$ cat src/rtl/hcp_addsub_pipe_pkg.sv
// Shared types and constants for the pipelined add/subtract unit.
package hcp_addsub_pipe_pkg;

   localparam int unsigned ADDSUB_WIDTH = 16;

   localparam logic ADDSUB_OP_ADD = 1'b0;
   localparam logic ADDSUB_OP_SUB = 1'b1;

   typedef struct packed {
      logic cout;
      logic ovf;
   } addsub_flags_t;

endpackage

$ cat src/rtl/hcp_addsub_pipe_if.sv
// Operand/result handshake bundle for hcp_addsub_pipe.
interface hcp_addsub_pipe_if
   import hcp_addsub_pipe_pkg::*;
#(
   parameter int unsigned WIDTH = ADDSUB_WIDTH
) ();

   logic             in_valid;
   logic             in_ready;
   logic [WIDTH-1:0] in_a;
   logic [WIDTH-1:0] in_b;
   logic             in_sub;
   logic             out_valid;
   logic             out_ready;
   logic [WIDTH-1:0] out_sum;
   logic             out_cout;
   logic             out_ovf;

   modport master (
      output in_valid, in_a, in_b, in_sub, out_ready,
      input  in_ready, out_valid, out_sum, out_cout, out_ovf
   );

   modport slave (
      input  in_valid, in_a, in_b, in_sub, out_ready,
      output in_ready, out_valid, out_sum, out_cout, out_ovf
   );

endinterface

$ cat src/rtl/hcp_pair_cell.sv
// One 2-bit adder block: bit 0 adds with cin (half add when cin is tied low), bit 1 ripples from bit 0.
module hcp_pair_cell (
   input  logic [1:0] a,
   input  logic [1:0] b,
   input  logic       cin,
   output logic [1:0] s,
   output logic       cout
);

   logic c0;

   always_comb begin
      s[0] = a[0] ^ b[0] ^ cin;
      c0   = (a[0] & b[0]) | (cin & (a[0] ^ b[0]));
      s[1] = a[1] ^ b[1] ^ c0;
      cout = (a[1] & b[1]) | (c0 & (a[1] ^ b[1]));
   end

endmodule

$ cat src/rtl/hcp_addsub_pipe.sv
// Two-stage pipelined add/subtract: stage 1 forms 2-bit block sums and carries,
// stage 2 resolves the block carry chain and derives carry-out and signed overflow.
module hcp_addsub_pipe
   import hcp_addsub_pipe_pkg::*;
#(
   parameter int unsigned WIDTH = ADDSUB_WIDTH
) (
   input logic              clk,
   input logic              rst,
   hcp_addsub_pipe_if.slave bus
);

   localparam int unsigned NB = WIDTH / 2;

   logic             s1_valid;
   logic             out_valid;
   logic             in_ready;
   logic             adv2;
   logic             in_fire;
   logic             s2_load;

   logic             cin;
   logic [WIDTH-1:0] bp;
   logic [NB-1:0]    cin_vec;
   logic [WIDTH-1:0] s1_sum_c;
   logic [NB-1:0]    bc_c;

   logic [WIDTH-1:0] s1_sum;
   logic [NB-1:0]    bc;
   logic             a_msb;
   logic             bp_msb;

   logic [WIDTH-1:0] sum_c;
   addsub_flags_t    flags_c;
   logic [WIDTH-1:0] out_sum;
   addsub_flags_t    flags;

   // Handshake: stage 2 moves when empty or drained; stage 1 accepts when it can pass on.
   assign adv2     = ~out_valid | bus.out_ready;
   assign in_ready = ~s1_valid | adv2;
   assign in_fire  = bus.in_valid & in_ready;
   assign s2_load  = s1_valid & adv2;

   assign cin     = (bus.in_sub != ADDSUB_OP_ADD);
   assign bp      = (bus.in_sub == ADDSUB_OP_SUB) ? ~bus.in_b : bus.in_b;
   assign cin_vec = {{(NB - 1){1'b0}}, cin};

   for (genvar k = 0; k < NB; k++) begin : g_cell
      hcp_pair_cell u_cell (
         .a    (bus.in_a[2*k+1:2*k]),
         .b    (bp[2*k+1:2*k]),
         .cin  (cin_vec[k]),
         .s    (s1_sum_c[2*k+1:2*k]),
         .cout (bc_c[k])
      );
   end

   always_ff @(posedge clk or posedge rst) begin
      if (rst) begin
         s1_valid <= 1'b0;
         s1_sum   <= '0;
         bc       <= '0;
         a_msb    <= 1'b0;
         bp_msb   <= 1'b0;
      end else begin
         s1_valid <= in_fire | (s1_valid & ~adv2);
         if (in_fire) begin
            s1_sum <= s1_sum_c;
            bc     <= bc_c;
            a_msb  <= bus.in_a[WIDTH-1];
            bp_msb <= bp[WIDTH-1];
         end
      end
   end

   // Block-to-block carry resolution; a block propagates only when both its sum bits are set.
   always_comb begin
      logic r;
      r     = 1'b0;
      sum_c = '0;
      for (int k = 0; k < int'(NB); k++) begin
         sum_c[2*k]   = s1_sum[2*k] ^ r;
         sum_c[2*k+1] = s1_sum[2*k+1] ^ (s1_sum[2*k] & r);
         r            = bc[k] | (s1_sum[2*k] & s1_sum[2*k+1] & r);
      end
      flags_c.cout = r;
      flags_c.ovf  = (a_msb == bp_msb) & (sum_c[WIDTH-1] != a_msb);
   end

   always_ff @(posedge clk or posedge rst) begin
      if (rst) begin
         out_valid <= 1'b0;
         out_sum   <= '0;
         flags     <= '0;
      end else begin
         out_valid <= s2_load | (out_valid & ~bus.out_ready);
         if (s2_load) begin
            out_sum <= sum_c;
            flags   <= flags_c;
         end
      end
   end

   assign bus.in_ready  = in_ready;
   assign bus.out_valid = out_valid;
   assign bus.out_sum   = out_sum;
   assign bus.out_cout  = flags.cout;
   assign bus.out_ovf   = flags.ovf;

endmodule

$ cat src/flat_wrapper.sv
// flat-port wrapper written by rule: the top's interface ports become plain ports
module hcp_addsub_pipe_flat import hcp_addsub_pipe_pkg::*;
#(
   parameter int unsigned WIDTH = ADDSUB_WIDTH
)
  (clk, rst, bus_in_valid, bus_in_a, bus_in_b, bus_in_sub, bus_out_ready, bus_in_ready, bus_out_valid, bus_out_sum, bus_out_cout, bus_out_ovf);
  hcp_addsub_pipe_if #(.WIDTH(WIDTH)) bus_i ();
  input logic clk;
  input logic rst;
  input wire logic [$bits(bus_i.in_valid)-1:0] bus_in_valid;
  input wire logic [$bits(bus_i.in_a)-1:0] bus_in_a;
  input wire logic [$bits(bus_i.in_b)-1:0] bus_in_b;
  input wire logic [$bits(bus_i.in_sub)-1:0] bus_in_sub;
  input wire logic [$bits(bus_i.out_ready)-1:0] bus_out_ready;
  output wire logic [$bits(bus_i.in_ready)-1:0] bus_in_ready;
  output wire logic [$bits(bus_i.out_valid)-1:0] bus_out_valid;
  output wire logic [$bits(bus_i.out_sum)-1:0] bus_out_sum;
  output wire logic [$bits(bus_i.out_cout)-1:0] bus_out_cout;
  output wire logic [$bits(bus_i.out_ovf)-1:0] bus_out_ovf;
  assign bus_i.in_valid = bus_in_valid;
  assign bus_i.in_a = bus_in_a;
  assign bus_i.in_b = bus_in_b;
  assign bus_i.in_sub = bus_in_sub;
  assign bus_i.out_ready = bus_out_ready;
  assign bus_in_ready = bus_i.in_ready;
  assign bus_out_valid = bus_i.out_valid;
  assign bus_out_sum = bus_i.out_sum;
  assign bus_out_cout = bus_i.out_cout;
  assign bus_out_ovf = bus_i.out_ovf;
  hcp_addsub_pipe #(.WIDTH(WIDTH)) u_core (.clk(clk), .rst(rst), .bus(bus_i));
endmodule
$ cat config.mk
export PLATFORM = sky130hd
export DESIGN_NAME = hcp_addsub_pipe_flat
export DESIGN_NICKNAME = d
export VERILOG_FILES = /design/src/rtl/hcp_addsub_pipe_pkg.sv /design/src/rtl/hcp_addsub_pipe_if.sv /design/src/rtl/hcp_pair_cell.sv /design/src/rtl/hcp_addsub_pipe.sv /design/src/flat_wrapper.sv
export SDC_FILE = /design/constraint.sdc
export NUM_CORES = 1
export LEC_CHECK = 0
export ABC_AREA = 1
export BUFFER_PORTS_ARGS = -buffer_cell sky130_fd_sc_hd__buf_2
export CAP_MARGIN = 0
export CORE_ASPECT_RATIO = 1.1
export CORE_MARGIN = 5
export CORE_UTILIZATION = 40
export CTS_CLUSTER_DIAMETER = 120
export DETAILED_ROUTE_END_ITERATION = 7
export PLACE_DENSITY_LB_ADDON = 0.15
export SETUP_SLACK_MARGIN = 0.5
export SKIP_CTS_REPAIR_TIMING = 1
export SLEW_MARGIN = 20
export SYNTH_ARGS = -nofsm -noshare
export SYNTH_HDL_FRONTEND = slang
export SYNTH_SLANG_ARGS = --single-unit
export TNS_END_PERCENT = 50
$ cat constraint.sdc
create_clock -name clk -period 3.1 [get_ports clk]
set_input_delay 0.62 -clock clk [delete_from_list [all_inputs] [get_ports clk]]
set_output_delay 0.62 -clock clk [all_outputs]
set_load 0.05 [all_outputs]
==> impl_metrics.json, run 1 <==
{
  "place_hpwl_mm": 3.61,
  "p_int_mw": 1.12,
  "r2r-start": "u_core.s1_sum[3]",
  "antenna_cells": 0,
  "clk_path_buf_depth": 2,
  "ys_seq_area_share_pct": 47.1,
  "worst-path-buf-inv": 0,
  "grt.total_usage_pct": 13.4,
  "utilization_pct": 49.2,
  "pwr-share-seq_pct": 43.3,
  "slew_headroom_pct": 47.2,
  "post-route-min-period_ns": 1.93,
  "power_switching_uw": 821,
  "remaining_drc_errors": 0,
  "syn_inst": 270,
  "totalNegativeSetupSlack_ns": 0,
  "hold_class": "in -> async",
  "power.share.clock_pct": 17.6,
  "tritoncts": "yes",
  "top_level_ports": 57,
  "drive_gt1_share_pct": 23.9,
  "crit_cells": 18,
  "setup_viol": 0,
  "cpMaxStageDelayCell": "dfrtp_1",
  "crit_type": "reg -> reg",
  "rsz0062_at_grt": "false",
  "worst_pin_slew_ns": 0.792,
  "critPathRequiredTime_ns": 3.33,
  "ir_worst_vdd_mv": 0.207,
  "path_cells": "nand3_2, nand2_2, nand2_2, nand2_2, nand2_2, nand2_2, nand2_2, nand2_2, nand2_2, nand2_2, nand2_2, nand2_2, ha_1, xor2_1, nand2_1, o21ai_0, nand2_1, nand2_1",
  "r2r_slack_ns": 1.17,
  "multi_input_area_mm2": 0.00113,
  "crit_top_cell": "nand2_2",
  "clk_latency_ns": 0.29,
  "syn_area_per_cell_um2": 9.05,
  "reg2regPathDepth": 18,
  "coreArea_mm2": 0.00584,
  "fin_crit_sh_pct": 62.3,
  "p_comb_share_pct": 39.1,
  "drt_first_iter_violations": 60,
  "wirelength_mm": 4.75,
  "p_leak_nw": 1.56,
  "postPlaceCellArea_mm2": 0.00280,
  "ys_seq_elements": 46,
  "ys_warn_count": 0,
  "dieArea_mm2": 0.00777,
  "crit_fanout": 3,
  "syn-num-nets": 329,
  "io_buffers": 56,
  "cts_buffers": 5,
  "startpoint": "u_core.s1_sum[3]",
  "max_freq_mhz": 518,
  "grt_pass1_wl_mm": 8.51,
  "ant_nets": 0,
  "final_common_cell": "nand2_1",
  "swShare_pct": 42.2,
  "outcome": "completed",
  "rows": 29,
  "critical_path.endpoint": "u_core.bus.out_ovf",
  "critical_path.top_delay_family": "simple AND/OR/NAND/NOR gates",
  "nets": 385,
  "h-tree-depth": 2,
  "grt_pass1_vias": 1833,
  "endpoint_kind": "flop",
  "final_cell_mix": "92 x nand2_1, 56 x buf_2, 46 x dfrtp_1",
  "area_growth_pct": 17.7,
  "max_cap_viol_count": 0,
  "viasPerCell": 4.47,
  "firstDrtPassIters": 4,
  "start_util_pct": 41.8,
  "yosysUniqueCellTypes": 16,
  "biggestRegsByFlops": "u_core.bus.out_sum (16), u_core.s1_sum (16), u_core.bc (8)",
  "critPathLaunchType": "flop",
  "gr-total-overflow": 0,
  "antenna_found_initial": 0,
  "design_area_mm2": 0.00288,
  "die_x_um": 84.5,
  "r2r-end": "u_core.bus.out_ovf",
  "clock-sinks": 46,
  "crit_arrival_ns": 2.17,
  "netlist_area_mm2": 0.00244,
  "fin_skew_ns": 0.00401,
  "finalMaxSlewViolations": 0,
  "grt_max_degree": 47,
  "nFillCells": 594,
  "routabilityCongestion": 0.709,
  "clk_pin_slew_worst_paths_ns": 0.08,
  "vias": 1801,
  "pwr_density_cell_mw_per_mm2": 676,
  "wl_per_cell_um": 11.8,
  "die_h_um": 92.0,
  "slowest_delay_ns": 0.43,
  "seq_area_mm2": 0.00115,
  "hold_viol": 0,
  "clk_root_buffer_cell": "clkbuf_8"
}
## layer usage
metal	GRT usage, %	vias to the layer above	wire, um
li1	-	928	-
met1	18.4	812	2290
met2	20.2	52	2050
met3	3.94	9	332
met4	4.75	0	76
met5	0	-	0
## Yosys cell counts (all sizes together)
cell,instances,share of area [%]
a21oi,1,0.36
buf,2,0.41
clkbuf,7,1.1
dfrtp,46,47
fa,8,6.6
ha,14,7.2
inv,33,5.1
mux2i,1,0.41
nand2,104,17
nand3,2,0.61
nor2,3,0.46
o21ai,26,5.3
xnor2,15,5.4
xor2,8,2.9
## layout make-up
class,count,share of cell area [%]
sequential,46,40.0
multi-input combinational,182,39.4
timing repair buffer,58,10.3
inverter,33,4.35
tap,77,3.35
clock buffer,7,2.65
## how the worst min path moves through the flow
stage,to,slack (ns)
final,u_core.bc[3],0.43
after global placement,u_core.bus.out_sum[0],0.46
after CTS,u_core.bus.out_sum[2],0.48
after floorplan,u_core.bus.out_sum[0],0.44
after global routing,u_core.bus.out_sum[1],0.50
after detailed placement,u_core.bus.out_sum[2],0.46
## cell families after synthesis
| kind of cell | Yosys count | synth area share [%] |
|---|---|---|
| buffers and inverters | 42 | 6.55 |
| multiplexers | 1 | 0.410 |
| AND/OR/NAND/NOR | 109 | 18.3 |
| flip-flops | 46 | 47.1 |
| adder cells (fa/ha/maj) | 22 | 13.7 |
| AO/OA/AOI/OAI | 27 | 5.68 |
| XOR/XNOR | 23 | 8.24 |
## power groups by stage
| stage | registers, mW | clock network (mW) | logic [mW] |
|---|---|---|---|
| 2_1_floorplan | 1.13 | 0 | 0.294 |
| 3_3_place_gp | 0.852 | 0 | 0.758 |
| 3_5_place_dp | 0.855 | 0 | 0.770 |
| 4_1_cts | 0.844 | 0.352 | 0.774 |
| 5_1_grt | 0.864 | 0.379 | 0.850 |
| 6_report | 0.842 | 0.342 | 0.760 |
## through the flow
| step | total power, mW | setup WS, ns | hold slack, ns | std cells |
|---|---|---|---|---|
| global route | 2.09 | 0.955 | 0.498 | 403 |
| CTS | 1.97 | 1.16 | 0.482 | 403 |
| global placement | 1.61 | 1.05 | 0.455 | 396 |
| floorplan | 1.42 | 1.03 | 0.442 | 270 |
| finish | 1.94 | 1.17 | 0.430 | 403 |
| detailed placement | 1.62 | 0.985 | 0.461 | 396 |
## worst register-to-register path: stages (launching register included)
cell	delay [ns]
dfrtp_1	0.43
nand3_2	0.10
nand2_2	0.06
nand2_2	0.05
nand2_2	0.06
nand2_2	0.06
nand2_2	0.06
nand2_2	0.06
nand2_2	0.06
nand2_2	0.06
nand2_2	0.05
nand2_2	0.06
nand2_2	0.05
ha_1	0.20
xor2_1	0.22
nand2_1	0.07
o21ai_0	0.09
nand2_1	0.08
nand2_1	0.06
No activity file was read; power rests on OpenSTA's default activity.
==> inputs of run 2 (changes only) <==
--- a/config.mk
+++ b/config.mk
@@ -5,7 +5,7 @@
 export SDC_FILE = /design/constraint.sdc
 export NUM_CORES = 1
 export LEC_CHECK = 0
-export ABC_AREA = 1
+export ABC_AREA = 0
 export BUFFER_PORTS_ARGS = -buffer_cell sky130_fd_sc_hd__buf_2
 export CAP_MARGIN = 0
 export CORE_ASPECT_RATIO = 1.1
==> constraint.sdc (replaced) <==
create_clock -name clk -period 1.8 [get_ports clk]
set_input_delay 0.36 -clock clk [delete_from_list [all_inputs] [get_ports clk]]
set_output_delay 0.36 -clock clk [all_outputs]
set_load 0.05 [all_outputs]
==> run 2 against run 1 <==
Net effect: the run now ends with setup timing left; first-iteration DRC count grew 10%; register-to-register slack lost 1.2 ns; highest routed layer unchanged; die area shrank 0.32%; largest cell class is now multi-input gates.
==> impl_metrics.json, run 2 <==
{
  "setup_viol": 1,
  "grt_max_degree": 46,
  "die_h_um": 91.8,
  "crit_type": "reg -> reg",
  "viasPerCell": 4.79,
  "vias": 1774,
  "endpoint_kind": "flop",
  "yosysUniqueCellTypes": 31,
  "coreArea_mm2": 0.00584,
  "slew_headroom_pct": 70.9,
  "p_int_mw": 2.46,
  "grt_pass1_vias": 1761,
  "syn_area_per_cell_um2": 11.2,
  "crit_arrival_ns": 1.99,
  "postPlaceCellArea_mm2": 0.00293,
  "ant_nets": 0,
  "top_level_ports": 57,
  "pwr-share-seq_pct": 37.2,
  "synth_most_common_cell": "dfrtp_1",
  "worst_pin_slew_ns": 0.436,
  "die_x_um": 84.4,
  "max_cap_viol_count": 0,
  "netlist_area_mm2": 0.00243,
  "io_buffers": 56,
  "dieArea_mm2": 0.00775,
  "ys_warn_count": 0,
  "h-tree-depth": 2,
  "seq_area_mm2": 0.00115,
  "swShare_pct": 41.4,
  "finalMaxSlewViolations": 0,
  "synth.area.top_cells": "dfrtp_1 47%, ha_1 7.2%, fa_1 6.6%",
  "area_growth_pct": 41.8,
  "cpMaxStageDelayCell": "dfrtp_1",
  "cts_buffers": 5,
  "clk_root_buffer_cell": "clkbuf_8",
  "syn_inst": 218,
  "power.share.clock_pct": 15.8,
  "hold_class": "in -> async",
  "synthSimpleGateAreaFrac_pct": 9.10,
  "antenna_found_initial": 0,
  "post-route-min-period_ns": 1.80,
  "fin_skew_ns": 0.00506,
  "routabilityCongestion": 0.741,
  "hold_viol": 0,
  "synth_common_cells": "46 x dfrtp_1, 31 x nand2_1, 28 x o21ai_0",
  "clk_pin_slew_worst_paths_ns": 0.09,
  "path_cells": "nor2_2, nand3b_1, buf_4, a41oi_2, o21bai_1, ha_2, mux2_2",
  "violations": "setup timing",
  "rows": 29,
  "yosys-mux-area-fraction_pct": 8.53,
  "place_hpwl_mm": 3.70,
  "grt.total_usage_pct": 13.6,
  "clock-sinks": 46,
  "nFillCells": 508,
  "wirelength_mm": 5.30,
  "synth_flop_cell": "dfrtp_1",
  "drt_first_iter_violations": 66,
  "multi_input_area_mm2": 0.00150,
  "syn-num-nets": 277,
  "p_leak_nw": 1.60,
  "rsz0062_at_grt": "true",
  "ir_worst_vdd_mv": 0.664,
  "synth_xor_area_share_pct": 8.27,
  "power_switching_mw": 1.73,
  "wl_per_cell_um": 14.3,
  "setup_ws_ns": -0.00104,
  "nets": 351,
  "synth_top_family_by_area": "adder cells",
  "crit_fanout": 3,
  "tritoncts": "yes",
  "synthArstFlopShare_pct": 100,
  "design_area_mm2": 0.00345,
  "gr-total-overflow": 0,
  "max_freq_mhz": 555,
  "drive_gt1_share_pct": 52.2,
  "biggestRegsByFlops": "u_core.bus.out_sum (16), u_core.s1_sum (16), u_core.bc (8)",
  "synth_edf_count": 0,
  "outcome": "finished, violations left",
  "clk_path_buf_depth": 2,
  "remaining_drc_errors": 0,
  "clk_latency_ns": 0.30,
  "dpl_worst_slack_ns": -0.121,
  "final_cell_mix": "44 x dfrtp_1, 36 x buf_2, 31 x nand2_1",
  "synth_compound_area_share_pct": 8.02,
  "synth_fa_ha_area_share_pct": 13.8,
  "fin_crit_sh_pct": 100,
  "grt_pass1_wl_mm": 8.36,
  "ys_seq_elements": 46,
  "final_common_cell": "dfrtp_1",
  "pwr_density_cell_mw_per_mm2": 1210,
  "synth_top_area_share_pct": 47.3,
  "ys_seq_area_share_pct": 47.3,
  "netlist.top_cell.by_area": "dfrtp_1",
  "critPathLaunchType": "flop",
  "totalNegativeSetupSlack_ns": -0.00104,
  "firstDrtPassIters": 4,
  "start_util_pct": 41.7,
  "p_comb_share_pct": 47.0,
  "critPathRequiredTime_ns": 1.99,
  "antenna_cells": 0,
  "slowest_delay_ns": 0.42
}
-- run 2: worst max-delay path: cells and delay by family (launching register included) --
| kind | cells | cell delay, ns |
|---|---|---|
| compound gates | 2 | 0.25 |
| fa+ha+maj | 1 | 0.25 |
| buf+inv | 1 | 0.19 |
| flops | 1 | 0.42 |
| mux | 1 | 0.26 |
| simple gates | 2 | 0.33 |
-- run 2: cell families after synthesis --
kind of cell | count (synthesis)
AO/OA/AOI/OAI | 36
XOR/XNOR | 23
adder cells (fa/ha/maj) | 22
buffers and inverters | 26
flip-flops | 46
multiplexers | 18
AND/OR/NAND/NOR | 47
-- run 2: layout make-up --
type / instances / area share [%]
clock buffer: 7 / 2.50
clock inverter: 1 / 0.145
inverter: 18 / 2.07
multi-input combinational: 147 / 43.4
sequential: 46 / 33.4
tap: 77 / 2.79
timing repair buffer: 74 / 15.7
-- run 2: through the flow --
step           hold WS (ns)  utilization [%]  std cells  power [mW]
2_1_floorplan         0.377                -        218        2.79
6_report             0.0595             59.1        370        4.19
4_1_cts              0.0688             51.8        358        3.87
3_3_place_gp          0.393             50.2        350        3.18
5_1_grt              0.0869             59.1        370        4.44
3_5_place_dp          0.400             50.2        350        3.21
-- run 2: worst paths after layout --
check,end,depth (start not counted),slack [ns],startpoint
worst max-delay path,u_core.bus.out_sum[12],7,-0.001,u_core.bc[2]
worst min-delay path,u_core.s1_sum[9],2,0.06,rst
worst max register to register,u_core.bus.out_sum[12],7,-0.001,u_core.bc[2]
worst min register to register,u_core.bus.out_sum[15],2,0.48,u_core.bus.out_sum[15]
max in group asynchronous,u_core.bus.out_valid,3,1.26,rst
min in group clk,u_core.s1_sum[0],3,0.35,bus_in_a[0]
-- run 2: layer usage --
layer | up-vias | track usage (%) | share of wire [%]
met2 | 41 | 22.0 | 49
met3 | 4 | 3.32 | 5.4
met5 | - | 0 | 0
li1 | 866 | - | -
met4 | 0 | 5.54 | 1.7
met1 | 863 | 17.5 | 44
-- run 2: power groups by stage --
stage          sequential [mW]  clock [mW]  combinational (mW)
4_1_cts                   1.54       0.677                1.65
2_1_floorplan             2.13           0               0.659
3_5_place_dp              1.56           0                1.65
5_1_grt                   1.61       0.716                2.12
6_report                  1.56       0.661                1.97
3_3_place_gp              1.55           0                1.62
